[src/rtl/round_controller_if.sv]
// Signal bundle between round_controller and the game FSM, collision detector and cycle logic.
// master is the round_controller side; slave is the surrounding game logic.
interface round_controller_if;
  logic       frame_tick;
  logic [2:0] Game_State;
  logic       blue_crash;
  logic       red_crash;
  logic       motion_enable;
  logic       clear_field;
  logic [1:0] countdown;
  logic [3:0] blue_score;
  logic [3:0] red_score;
  logic       Reset_Round;
  logic       Blue_W;
  logic       Red_W;

  modport master (
    input  frame_tick, Game_State, blue_crash, red_crash,
    output motion_enable, clear_field, countdown, blue_score, red_score,
           Reset_Round, Blue_W, Red_W
  );

  modport slave (
    output frame_tick, Game_State, blue_crash, red_crash,
    input  motion_enable, clear_field, countdown, blue_score, red_score,
           Reset_Round, Blue_W, Red_W
  );
endinterface

[src/rtl/round_controller.sv]
// Tron round sequencer: frame-timed 3-2-1 countdown, motion gating, crash scoring,
// post-round pause, then either a round restart pulse or a held match-win flag.
module round_controller #(
  parameter int WIN_ROUNDS   = 3,
  parameter int COUNT_FRAMES = 60,
  parameter int END_FRAMES   = 90
) (
  input logic              Clk,
  input logic              Reset_n,
  round_controller_if.master bus
);

  typedef enum logic [2:0] {
    IDLE,
    COUNTDOWN,
    RUNNING,
    ROUND_END,
    MATCH_END
  } state_t;

  localparam logic [2:0] GS_MENU    = 3'd0;
  localparam logic [2:0] GS_STARTED = 3'd2;
  localparam logic [7:0] COUNT_LAST = 8'(COUNT_FRAMES - 1);
  localparam logic [7:0] END_LAST   = 8'(END_FRAMES - 1);
  localparam logic [3:0] WIN_SCORE  = 4'(WIN_ROUNDS);

  state_t     r_state,       w_state_nxt;
  logic [7:0] r_frame_cnt,   w_frame_cnt_nxt;
  logic [1:0] r_countdown,   w_countdown_nxt;
  logic [3:0] r_blue_score,  w_blue_score_nxt;
  logic [3:0] r_red_score,   w_red_score_nxt;
  logic       r_motion,      w_motion_nxt;
  logic       r_clear,       w_clear_nxt;
  logic       r_reset_round, w_reset_round_nxt;
  logic       r_blue_w,      w_blue_w_nxt;
  logic       r_red_w,       w_red_w_nxt;
  logic       w_started;
  logic       w_blue_won;

  assign w_started  = (bus.Game_State == GS_STARTED);
  assign w_blue_won = (r_blue_score == WIN_SCORE);

  always_ff @(posedge Clk or negedge Reset_n) begin
    if (!Reset_n) begin
      r_state       <= IDLE;
      r_frame_cnt   <= '0;
      r_countdown   <= '0;
      r_blue_score  <= '0;
      r_red_score   <= '0;
      r_motion      <= 1'b0;
      r_clear       <= 1'b0;
      r_reset_round <= 1'b0;
      r_blue_w      <= 1'b0;
      r_red_w       <= 1'b0;
    end else begin
      r_state       <= w_state_nxt;
      r_frame_cnt   <= w_frame_cnt_nxt;
      r_countdown   <= w_countdown_nxt;
      r_blue_score  <= w_blue_score_nxt;
      r_red_score   <= w_red_score_nxt;
      r_motion      <= w_motion_nxt;
      r_clear       <= w_clear_nxt;
      r_reset_round <= w_reset_round_nxt;
      r_blue_w      <= w_blue_w_nxt;
      r_red_w       <= w_red_w_nxt;
    end
  end

  always_comb begin
    w_state_nxt       = r_state;
    w_frame_cnt_nxt   = r_frame_cnt;
    w_countdown_nxt   = r_countdown;
    w_blue_score_nxt  = r_blue_score;
    w_red_score_nxt   = r_red_score;
    w_motion_nxt      = 1'b0;
    w_clear_nxt       = 1'b0;
    w_reset_round_nxt = 1'b0;
    w_blue_w_nxt      = r_blue_w;
    w_red_w_nxt       = r_red_w;

    case (r_state)
      IDLE: begin
        w_countdown_nxt = 2'd0;
        w_blue_w_nxt    = 1'b0;
        w_red_w_nxt     = 1'b0;
        if (w_started) begin
          w_state_nxt     = COUNTDOWN;
          w_clear_nxt     = 1'b1;
          w_countdown_nxt = 2'd3;
          w_frame_cnt_nxt = 8'd0;
        end
      end

      COUNTDOWN: begin
        if (!w_started) begin
          w_state_nxt     = IDLE;
          w_countdown_nxt = 2'd0;
        end else if (bus.frame_tick) begin
          if (r_frame_cnt == COUNT_LAST) begin
            w_frame_cnt_nxt = 8'd0;
            w_countdown_nxt = r_countdown - 2'd1;
            if (r_countdown == 2'd1) begin
              w_state_nxt  = RUNNING;
              w_motion_nxt = 1'b1;
            end
          end else begin
            w_frame_cnt_nxt = r_frame_cnt + 8'd1;
          end
        end
      end

      // A crash by one cycle scores for the other; a simultaneous crash is a draw.
      RUNNING: begin
        if (!w_started) begin
          w_state_nxt = IDLE;
        end else if (bus.blue_crash || bus.red_crash) begin
          w_state_nxt     = ROUND_END;
          w_frame_cnt_nxt = 8'd0;
          if (bus.blue_crash && !bus.red_crash && r_red_score < WIN_SCORE)
            w_red_score_nxt = r_red_score + 4'd1;
          if (bus.red_crash && !bus.blue_crash && r_blue_score < WIN_SCORE)
            w_blue_score_nxt = r_blue_score + 4'd1;
        end else begin
          w_motion_nxt = 1'b1;
        end
      end

      ROUND_END: begin
        if (!w_started) begin
          w_state_nxt = IDLE;
        end else if (bus.frame_tick) begin
          if (r_frame_cnt == END_LAST) begin
            w_frame_cnt_nxt = 8'd0;
            if (w_blue_won || r_red_score == WIN_SCORE) begin
              w_state_nxt  = MATCH_END;
              w_blue_w_nxt = w_blue_won;
              w_red_w_nxt  = !w_blue_won;
            end else begin
              w_state_nxt       = IDLE;
              w_reset_round_nxt = 1'b1;
            end
          end else begin
            w_frame_cnt_nxt = r_frame_cnt + 8'd1;
          end
        end
      end

      MATCH_END: begin
        if (!w_started) begin
          w_state_nxt  = IDLE;
          w_blue_w_nxt = 1'b0;
          w_red_w_nxt  = 1'b0;
        end
      end

      default: w_state_nxt = IDLE;
    endcase

    if (bus.Game_State == GS_MENU) begin
      w_state_nxt       = IDLE;
      w_blue_score_nxt  = 4'd0;
      w_red_score_nxt   = 4'd0;
      w_countdown_nxt   = 2'd0;
      w_motion_nxt      = 1'b0;
      w_clear_nxt       = 1'b0;
      w_reset_round_nxt = 1'b0;
      w_blue_w_nxt      = 1'b0;
      w_red_w_nxt       = 1'b0;
    end
  end

  assign bus.motion_enable = r_motion;
  assign bus.clear_field   = r_clear;
  assign bus.countdown     = r_countdown;
  assign bus.blue_score    = r_blue_score;
  assign bus.red_score     = r_red_score;
  assign bus.Reset_Round   = r_reset_round;
  assign bus.Blue_W        = r_blue_w;
  assign bus.Red_W         = r_red_w;

endmodule

[src/flat_wrapper.sv]
// flat-port wrapper written by rule: the top's interface ports become plain ports
module round_controller_flat 
#(
  parameter int WIN_ROUNDS   = 3,
  parameter int COUNT_FRAMES = 60,
  parameter int END_FRAMES   = 90
)
  (Clk, Reset_n, bus_frame_tick, bus_Game_State, bus_blue_crash, bus_red_crash, bus_motion_enable, bus_clear_field, bus_countdown, bus_blue_score, bus_red_score, bus_Reset_Round, bus_Blue_W, bus_Red_W);
  round_controller_if bus_i ();
  input logic Clk;
  input logic Reset_n;
  input wire logic [$bits(bus_i.frame_tick)-1:0] bus_frame_tick;
  input wire logic [$bits(bus_i.Game_State)-1:0] bus_Game_State;
  input wire logic [$bits(bus_i.blue_crash)-1:0] bus_blue_crash;
  input wire logic [$bits(bus_i.red_crash)-1:0] bus_red_crash;
  output wire logic [$bits(bus_i.motion_enable)-1:0] bus_motion_enable;
  output wire logic [$bits(bus_i.clear_field)-1:0] bus_clear_field;
  output wire logic [$bits(bus_i.countdown)-1:0] bus_countdown;
  output wire logic [$bits(bus_i.blue_score)-1:0] bus_blue_score;
  output wire logic [$bits(bus_i.red_score)-1:0] bus_red_score;
  output wire logic [$bits(bus_i.Reset_Round)-1:0] bus_Reset_Round;
  output wire logic [$bits(bus_i.Blue_W)-1:0] bus_Blue_W;
  output wire logic [$bits(bus_i.Red_W)-1:0] bus_Red_W;
  assign bus_i.frame_tick = bus_frame_tick;
  assign bus_i.Game_State = bus_Game_State;
  assign bus_i.blue_crash = bus_blue_crash;
  assign bus_i.red_crash = bus_red_crash;
  assign bus_motion_enable = bus_i.motion_enable;
  assign bus_clear_field = bus_i.clear_field;
  assign bus_countdown = bus_i.countdown;
  assign bus_blue_score = bus_i.blue_score;
  assign bus_red_score = bus_i.red_score;
  assign bus_Reset_Round = bus_i.Reset_Round;
  assign bus_Blue_W = bus_i.Blue_W;
  assign bus_Red_W = bus_i.Red_W;
  round_controller #(.WIN_ROUNDS(WIN_ROUNDS), .COUNT_FRAMES(COUNT_FRAMES), .END_FRAMES(END_FRAMES)) u_core (.Clk(Clk), .Reset_n(Reset_n), .bus(bus_i));
endmodule
[config.mk]
export PLATFORM = sky130hd
export DESIGN_NAME = round_controller_flat
export DESIGN_NICKNAME = d
export VERILOG_FILES = /design/src/rtl/round_controller_if.sv /design/src/rtl/round_controller.sv /design/src/flat_wrapper.sv
export SDC_FILE = /design/constraint.sdc
export NUM_CORES = 1
export LEC_CHECK = 0
export CAP_MARGIN = 20
export CELL_PAD_IN_SITES_DETAIL_PLACEMENT = 0
export CELL_PAD_IN_SITES_GLOBAL_PLACEMENT = 1
export CORE_MARGIN = 5
export CORE_UTILIZATION = 41
export DETAILED_ROUTE_END_ITERATION = 8
export PLACE_DENSITY = 0.86
export SKIP_CTS_REPAIR_TIMING = 1
export SYNTH_ARGS = -nofsm -noshare
export SYNTH_HDL_FRONTEND = slang
export SYNTH_SLANG_ARGS = --single-unit
[constraint.sdc]
create_clock -name Clk -period 1.97 [get_ports Clk]
set_clock_uncertainty 0.05 [all_clocks]
set_input_delay 0.394 -clock Clk [delete_from_list [all_inputs] [get_ports Clk]]
set_output_delay 0.394 -clock Clk [all_outputs]
set_load 0.1 [all_outputs]
==> results of run 1 <==
## Yosys cell counts, types with 2 or more instances
master / n
nor2b_1: 4
nand3b_1: 2
nand3_1: 5
a21oi_1: 2
xor2_1: 2
buf_2: 3
and2_2: 4
nor2_1: 20
nand4b_1: 2
a31oi_1: 2
mux2i_1: 4
a2bb2oi_1: 2
inv_1: 8
a22oi_1: 2
o21ai_0: 5
nand2_1: 6
and3_1: 5
nor4b_1: 2
dfrtp_1: 26
ha_1: 5
a21o_1: 2
or3_1: 2
nor3_1: 6
a22o_1: 5
o21ai_1: 5
or3b_1: 2
## sequential cells by signal (all words and copies together) (netlist names)
| register | flops |
|---|---|
| u_core.bus.clear_field | 1 |
| u_core.bus.motion_enable | 1 |
| u_core.r_frame_cnt | 8 |
| u_core.bus.countdown | 2 |
| u_core.bus.Red_W | 1 |
| u_core.bus.blue_score | 4 |
| u_core.r_state | 3 |
| u_core.bus.Blue_W | 1 |
| u_core.bus.red_score | 4 |
| u_core.bus.Reset_Round | 1 |
## stage by stage
stage / hold WS, ps / setup TNS, ps / total power [mW] / util
6_report: 427 / 0 / 1.02 / 0.587
3_3_place_gp: 449 / -2260 / 0.709 / 0.569
5_1_grt: 485 / -13.8 / 1.06 / 0.587
4_1_cts: 443 / -4.89 / 1.03 / 0.581
2_1_floorplan: 48.4 / 0 / 0.632 / -
3_5_place_dp: 454 / -2810 / 0.711 / 0.569
## power by group through the flow
stage,clock network [mW],registers [mW],logic [mW]
after floorplan,0,0.581,0.0507
after global placement,0,0.563,0.146
after detailed placement,0,0.563,0.148
after CTS,0.329,0.553,0.149
after global routing,0.345,0.555,0.162
final,0.317,0.553,0.149
## final cells by class
| type | count | area, um^2 | share of cell area |
|---|---|---|---|
| multi-input cells | 116 | 852 | 0.397 |
| flip-flops and latches | 26 | 666 | 0.310 |
| repair buffers | 47 | 495 | 0.231 |
| well taps | 48 | 60.1 | 0.0280 |
| clock buffers | 4 | 45.0 | 0.0210 |
| inverters | 8 | 30.0 | 0.0140 |
## path summary, 6_finish.rpt
check / start / endpoint / slack, ps / depth (start not counted)
max in group asynchronous: Reset_n / u_core.bus.blue_score[1] / 1150 / 2
worst min register to register: u_core.bus.Blue_W / u_core.bus.Blue_W / 460 / 2
min in group Clk: u_core.bus.Blue_W / u_core.bus.Blue_W / 460 / 2
worst max-delay path: bus_Game_State[1] / u_core.r_state[2] / 70 / 7
worst max register to register: u_core.bus.blue_score[0] / u_core.bus.Red_W / 100 / 6
worst min-delay path: Reset_n / u_core.bus.Red_W / 430 / 2
## cell families (layout without fill, tap and decap cells)
kind of cell    after synthesis  count (layout)  share of synthesized area
compound gates               33              33                      0.154
xor+xnor                      2               2                     0.0113
flops                        26              26                      0.420
simple gates                 71              71                      0.296
fa+ha+maj                     5               5                     0.0404
mux                           5               5                     0.0331
buf+inv                      13              59                     0.0453
## routing by layer
layer	up-vias	track usage
li1	654	-
met1	674	0.202
met2	22	0.279
met3	9	0.0295
met4	0	0.0626
met5	-	0
## critical path, delay by kind of cell
| family | cells | cell delay, ps |
|---|---|---|
| AOI/OAI and AO/OA | 2 | 240 |
| buffers and inverters | 2 | 550 |
| and+or+nand+nor | 3 | 860 |
## layout by cell type, fill, tap and decap left out, types with 2 or more instances in the layout
master | Yosys | routed
a2bb2oi_1 | 2 | 2
nor4b_1 | 2 | 2
mux2i_1 | 4 | 4
o21ai_0 | 5 | 5
buf_12 | 0 | 10
dfrtp_2 | 0 | 6
inv_1 | 8 | 8
nand2_1 | 6 | 6
or3b_1 | 2 | 2
a31oi_1 | 2 | 2
nor2b_1 | 4 | 4
o21ai_1 | 5 | 5
dfrtp_4 | 0 | 2
and2_2 | 4 | 4
a22o_1 | 5 | 5
nor3_1 | 6 | 6
nand3b_1 | 2 | 2
buf_4 | 0 | 30
clkdlybuf4s50_1 | 0 | 7
nor2_2 | 0 | 2
nand3_1 | 5 | 5
clkbuf_8 | 1 | 3
or3_1 | 2 | 2
nor2_1 | 20 | 18
dfrtp_1 | 26 | 18
xor2_1 | 2 | 2
and3_1 | 5 | 5
a21o_1 | 2 | 2
a21oi_1 | 2 | 2
nand4b_1 | 2 | 2
ha_1 | 5 | 4
==> key figures, run 1 <==
Layout
  • Layout cells sized above 1: 0.348
  • Area grow syn2layout: 38.8%
  • Final nets: ~220
  • Layout fillers: around 310
  • Antenna Cells: 0
  • Non-Filler Instances: roughly 250
  • Fin area: 2150 um^2

Clocking
  • CTS Root Cell: clkbuf_8
  • CTS tree: done
  • Sink Count: 26
  • Cts bufs inserted: 3
  • Clock Latency Late Sink: 280 ps
  • H-tree Lvls: 1
  • Clock Path Buffers: 2
  • Clk pin slew, worst setup/hold paths: 90 ps

Logic synthesis
  • Ys async rst share: 1.00
  • Syn_nets: 168
  • Share of the synthesized area in the top cell type: 0.420
  • Main synth FF type: dfrtp_1
  • Post-synthesis cell area: ~1500 um^2
  • Synth Instances: ~160
  • Synth area leaders: dfrtp_1 (42%), nor2_1 (4.9%), ha_1 (4.0%)
  • Ys Warns: 0
  • Post-synth top area cell: dfrtp_1
  • Synthesized flop and latch total: 26
  • Syn Area/Cell: 9.99 um^2
  • Seq/Total Area, Yosys: 0.420
  • EDFF count, synth: 0
  • Netlist cell types: 48

Power and ir drop
  • Sw Share: 0.259
  • Share of power burned in the clock network: 0.311
  • Internal power: ~0.76 mW
  • IR drop worst, VDD: 0.211 mV
  • Reg power frac: 0.543
  • Leak Pwr: 0.973 nW
  • Comb power frac: 0.146
  • PwrDens: 475 nW/um^2
  • Switching Power: between 0.2 and 0.3 mW

Route
  • Wire per inst: 15.1 um
  • Total number of vias: roughly 1400
  • # DRC: 0
  • Drt initial violations: 172
  • Vias per cell: 5.46
  • Met2 wire length: 1940 um
  • Antenna Violating Nets Remaining: 0
  • Top Layer Used: met4
  • Metal3 WL: 128 um
  • DRT Pass-1 Iters: 4
  • M1 wire length: 1610 um
  • WL final: 3760 um

STA
  • Final worst slack: 67.9 ps
  • Max Slew Vio Count: 0
  • Maximum clock rate: 526 MHz
  • Setup violators final: 0
  • Period utilisation layout: 0.966
  • Worst-Margin Slew: 433 ps
  • Final hold vios: 0
  • Relative slew margins: 0.711
  • Final min period: about 1900 ps

Placement
  • Placement Cell Area: 2080 um^2
  • Placer Congestion: 0.888
  • Placed cell count: between 200 and 250
  • Dpl ws: -301 ps
  • DP Wirelength: 2790 um
  • Port Buffers: 22

Global routing
  • GR Overflow Total: 0
  • Largest net degree at the start of global routing: 27
  • First-pass GRT wire length: 6690 um
  • Vias in the first global route: 1411
  • Tot GR Track Use: 0.163
  • Initial antenna violation count: 0

Min path
  • Worst min-delay path category: in -> async

Run status
  • Status: completed

Setup path
  • Startpoint types: input port
  • Critical path peak fanout: 3
  • WP data arrival: between 2000 and 2500 ps
  • WP data required: 2120 ps
  • CP max-delay cell: clkdlybuf4s50_1
  • Cell breakdown of the critical path: clkdlybuf4s50_1 > buf_4 > or3_1 > nand3_2 > o22ai_2 > or3b_1 > a21oi_1
  • Setup CP Type: in -> reg
  • Crit-path max cell delay: approximately 410 ps
  • Setup crit end kind: register

Floorplan
  • Starting Density: 0.423
  • Horiz. Die Dim: a little over 70 um
  • Io pins: 23
  • Die ar.: 5100 um^2
  • Chip height: 71.4 um
  • Core Area: 3660 um^2
  • FP Rows: 22

Job
  • Max cap viols: 0
Note: power is estimated with default switching activity, not from simulation.
==> run 2: changes to the inputs <==
--- a/config.mk
+++ b/config.mk
@@ -11,8 +11,9 @@
 export CORE_MARGIN = 5
 export CORE_UTILIZATION = 41
 export DETAILED_ROUTE_END_ITERATION = 8
-export PLACE_DENSITY = 0.86
+export PLACE_DENSITY_LB_ADDON = 0.3
 export SKIP_CTS_REPAIR_TIMING = 1
+export SKIP_LAST_GASP = 1
 export SYNTH_ARGS = -nofsm -noshare
 export SYNTH_HDL_FRONTEND = slang
 export SYNTH_SLANG_ARGS = --single-unit
==> key figures, run 2 (synthesis results as in run 1) <==
Run status
  • Status: completed (unchanged)

Floorplan
  • FP Rows: 22 (unchanged)
  • Io pins: 23 (unchanged)
  • Die ar.: 5100 um^2 (unchanged)
  • Horiz. Die Dim: 71.4 um (unchanged)
  • Starting Density: 0.423 (unchanged)
  • Chip height: 71.4 um (unchanged)
  • Core Area: 3660 um^2 (unchanged)

Setup path
  • WP data required: 2120 ps (about the same)
  • Setup CP Type: in -> reg (unchanged)
  • CP max-delay cell: clkdlybuf4s50_1 (unchanged)
  • Crit-path max cell delay: 430 ps (was 410 ps)
  • Cell breakdown of the critical path: clkdlybuf4s50_1 > buf_4 > or3_1 > nand3_2 > o22ai_2 > or3b_1 > a21oi_1 (unchanged)
  • WP data arrival: 2040 ps (was 2050 ps)
  • Startpoint types: input port (unchanged)
  • Critical path peak fanout: 4 (was 3)
  • Setup crit end kind: register (unchanged)

Layout
  • Largest Register: u_core.r_frame_cnt (unchanged)
  • Final nets: 220 (was 215)
  • Non-Filler Instances: 254 (was 249)
  • Antenna Cells: 0 (unchanged)
  • Most common cell after layout, fill and taps aside: buf_4 (unchanged)
  • Area grow syn2layout: 42.1% (was 38.8%)
  • Layout cells sized above 1: 0.350 (was 0.348)
  • Number of flip-flops in the largest register: 8 (unchanged)
  • Most frequent cells in the layout: buf_4 (35), nor2_1 (20), dfrtp_1 (18) (was buf_4 (30), nor2_1 (18), dfrtp_1 (18))
  • Core Util, Final: 0.601 (was 0.587)

Global routing
  • First-pass GRT wire length: 6040 um (was 6690 um)
  • Vias in the first global route: 1313 (was 1411)
  • GR Overflow Total: 0 (unchanged)
  • Largest net degree at the start of global routing: 27 (unchanged)
  • Initial antenna violation count: 0 (unchanged)
  • Tot GR Track Use: 0.146 (was 0.163)

Placement
  • DP Wirelength: 2860 um (was 2790 um)
  • Dpl ws: -337 ps (was -301 ps)
  • Port Buffers: 22 (unchanged)
  • Placer Congestion: 0.774 (was 0.888)
  • Placed cell count: 247 (was 245)

Clocking
  • Clock Path Buffers: 2 (unchanged)
  • H-tree Lvls: 1 (unchanged)
  • CTS Root Cell: clkbuf_8 (unchanged)
  • Clock Latency Late Sink: 270 ps (was 280 ps)
  • Clk pin slew, worst setup/hold paths: 90 ps (about the same)
  • CTS tree: done (unchanged)
  • Sink Count: 26 (unchanged)
  • Cts bufs inserted: 3 (unchanged)

STA
  • Maximum clock rate: 529 MHz (was 526 MHz)
  • Final hold vios: 0 (unchanged)
  • Final setup TNS: 0 ps (unchanged)
  • Max Slew Vio Count: 0 (unchanged)
  • Final min period: 1890 ps (was 1900 ps)
  • Relative slew margins: 0.730 (was 0.711)
  • Period utilisation layout: 0.960 (was 0.966)
  • Final worst slack: 79.4 ps (was 67.9 ps)
  • Setup violators final: 0 (unchanged)
  • Worst-Margin Slew: 406 ps (was 433 ps)
  • RSZ-0062 raised after global routing: no

Min path
  • Worst min-delay path category: in -> async (unchanged)

Route
  • Metal3 WL: 132 um (was 128 um)
  • M1 wire length: 1650 um (was 1610 um)
  • Met2 wire length: 1750 um (was 1940 um)
  • Vias per cell: 5.30 (was 5.46)
  • Wire per inst: 14.2 um (was 15.1 um)
  • Drt initial violations: 49 (was 172)
  • Antenna Violating Nets Remaining: 0 (unchanged)
  • DRT Pass-1 Iters: 4 (unchanged)
  • WL final: 3600 um (was 3760 um)
  • Total number of vias: 1345 (was 1359)
  • Top Layer Used: met4 (unchanged)
  • # DRC: 0 (unchanged)

Power and ir drop
  • PwrDens: 517 nW/um^2 (was 475 nW/um^2)
  • Leak Pwr: 1.01 nW (was 0.973 nW)
  • IR drop worst, VDD: 0.279 mV (was 0.211 mV)
  • Power, Total: 1.14 mW (was 1.02 mW)

Job
  • Max cap viols: 0 (unchanged)
## run 2: report_power, final
group	switching (mW)	internal (mW)	total (mW)	leakage [nW]
logic	0.0790	0.0704	0.149	0.632
registers	0.0111	0.541	0.552	0.347
clock network	0.164	0.272	0.436	0.0357
## run 2: per-stage QoR
step                cell area, um^2  hold slack (ps)
CTS                            2170              438
global placement               2100              463
global route                   2200              466
finish                         2200              432
floorplan                      1570             48.4
detailed placement             2100              466
## run 2: layout make-up
class | instances | area (um^2)
inverter | 8 | 30.0
timing repair buffer | 52 | 533
multi-input combinational | 116 | 840
clock buffer | 3 | 41.3
fill | 319 | 1460
sequential | 26 | 666
tap | 48 | 60.1
clock inverter | 1 | 30.0
## run 2: per-layer routing
layer | vias up | GRT usage
li1 | 665 | -
met5 | - | 0
met3 | 8 | 0.0182
met1 | 643 | 0.187
met2 | 29 | 0.252
met4 | 0 | 0.0543
## run 2: worst paths after layout
kind,start,end,slack [ps],cells after the start
max in group asynchronous,Reset_n,u_core.bus.blue_score[0],1150,2
worst min-delay path,Reset_n,u_core.r_frame_cnt[0],430,2
worst min register to register,u_core.bus.Red_W,u_core.bus.Red_W,480,2
min in group Clk,u_core.bus.Red_W,u_core.bus.Red_W,480,2
worst max-delay path,bus_Game_State[2],u_core.r_state[2],80,7
worst max register to register,u_core.bus.blue_score[1],u_core.bus.Red_W,110,6
## run 2: critical path, delay by kind of cell
family	cells	cell delay, ps
compound gates	2	230
simple gates	3	830
buf+inv	2	590
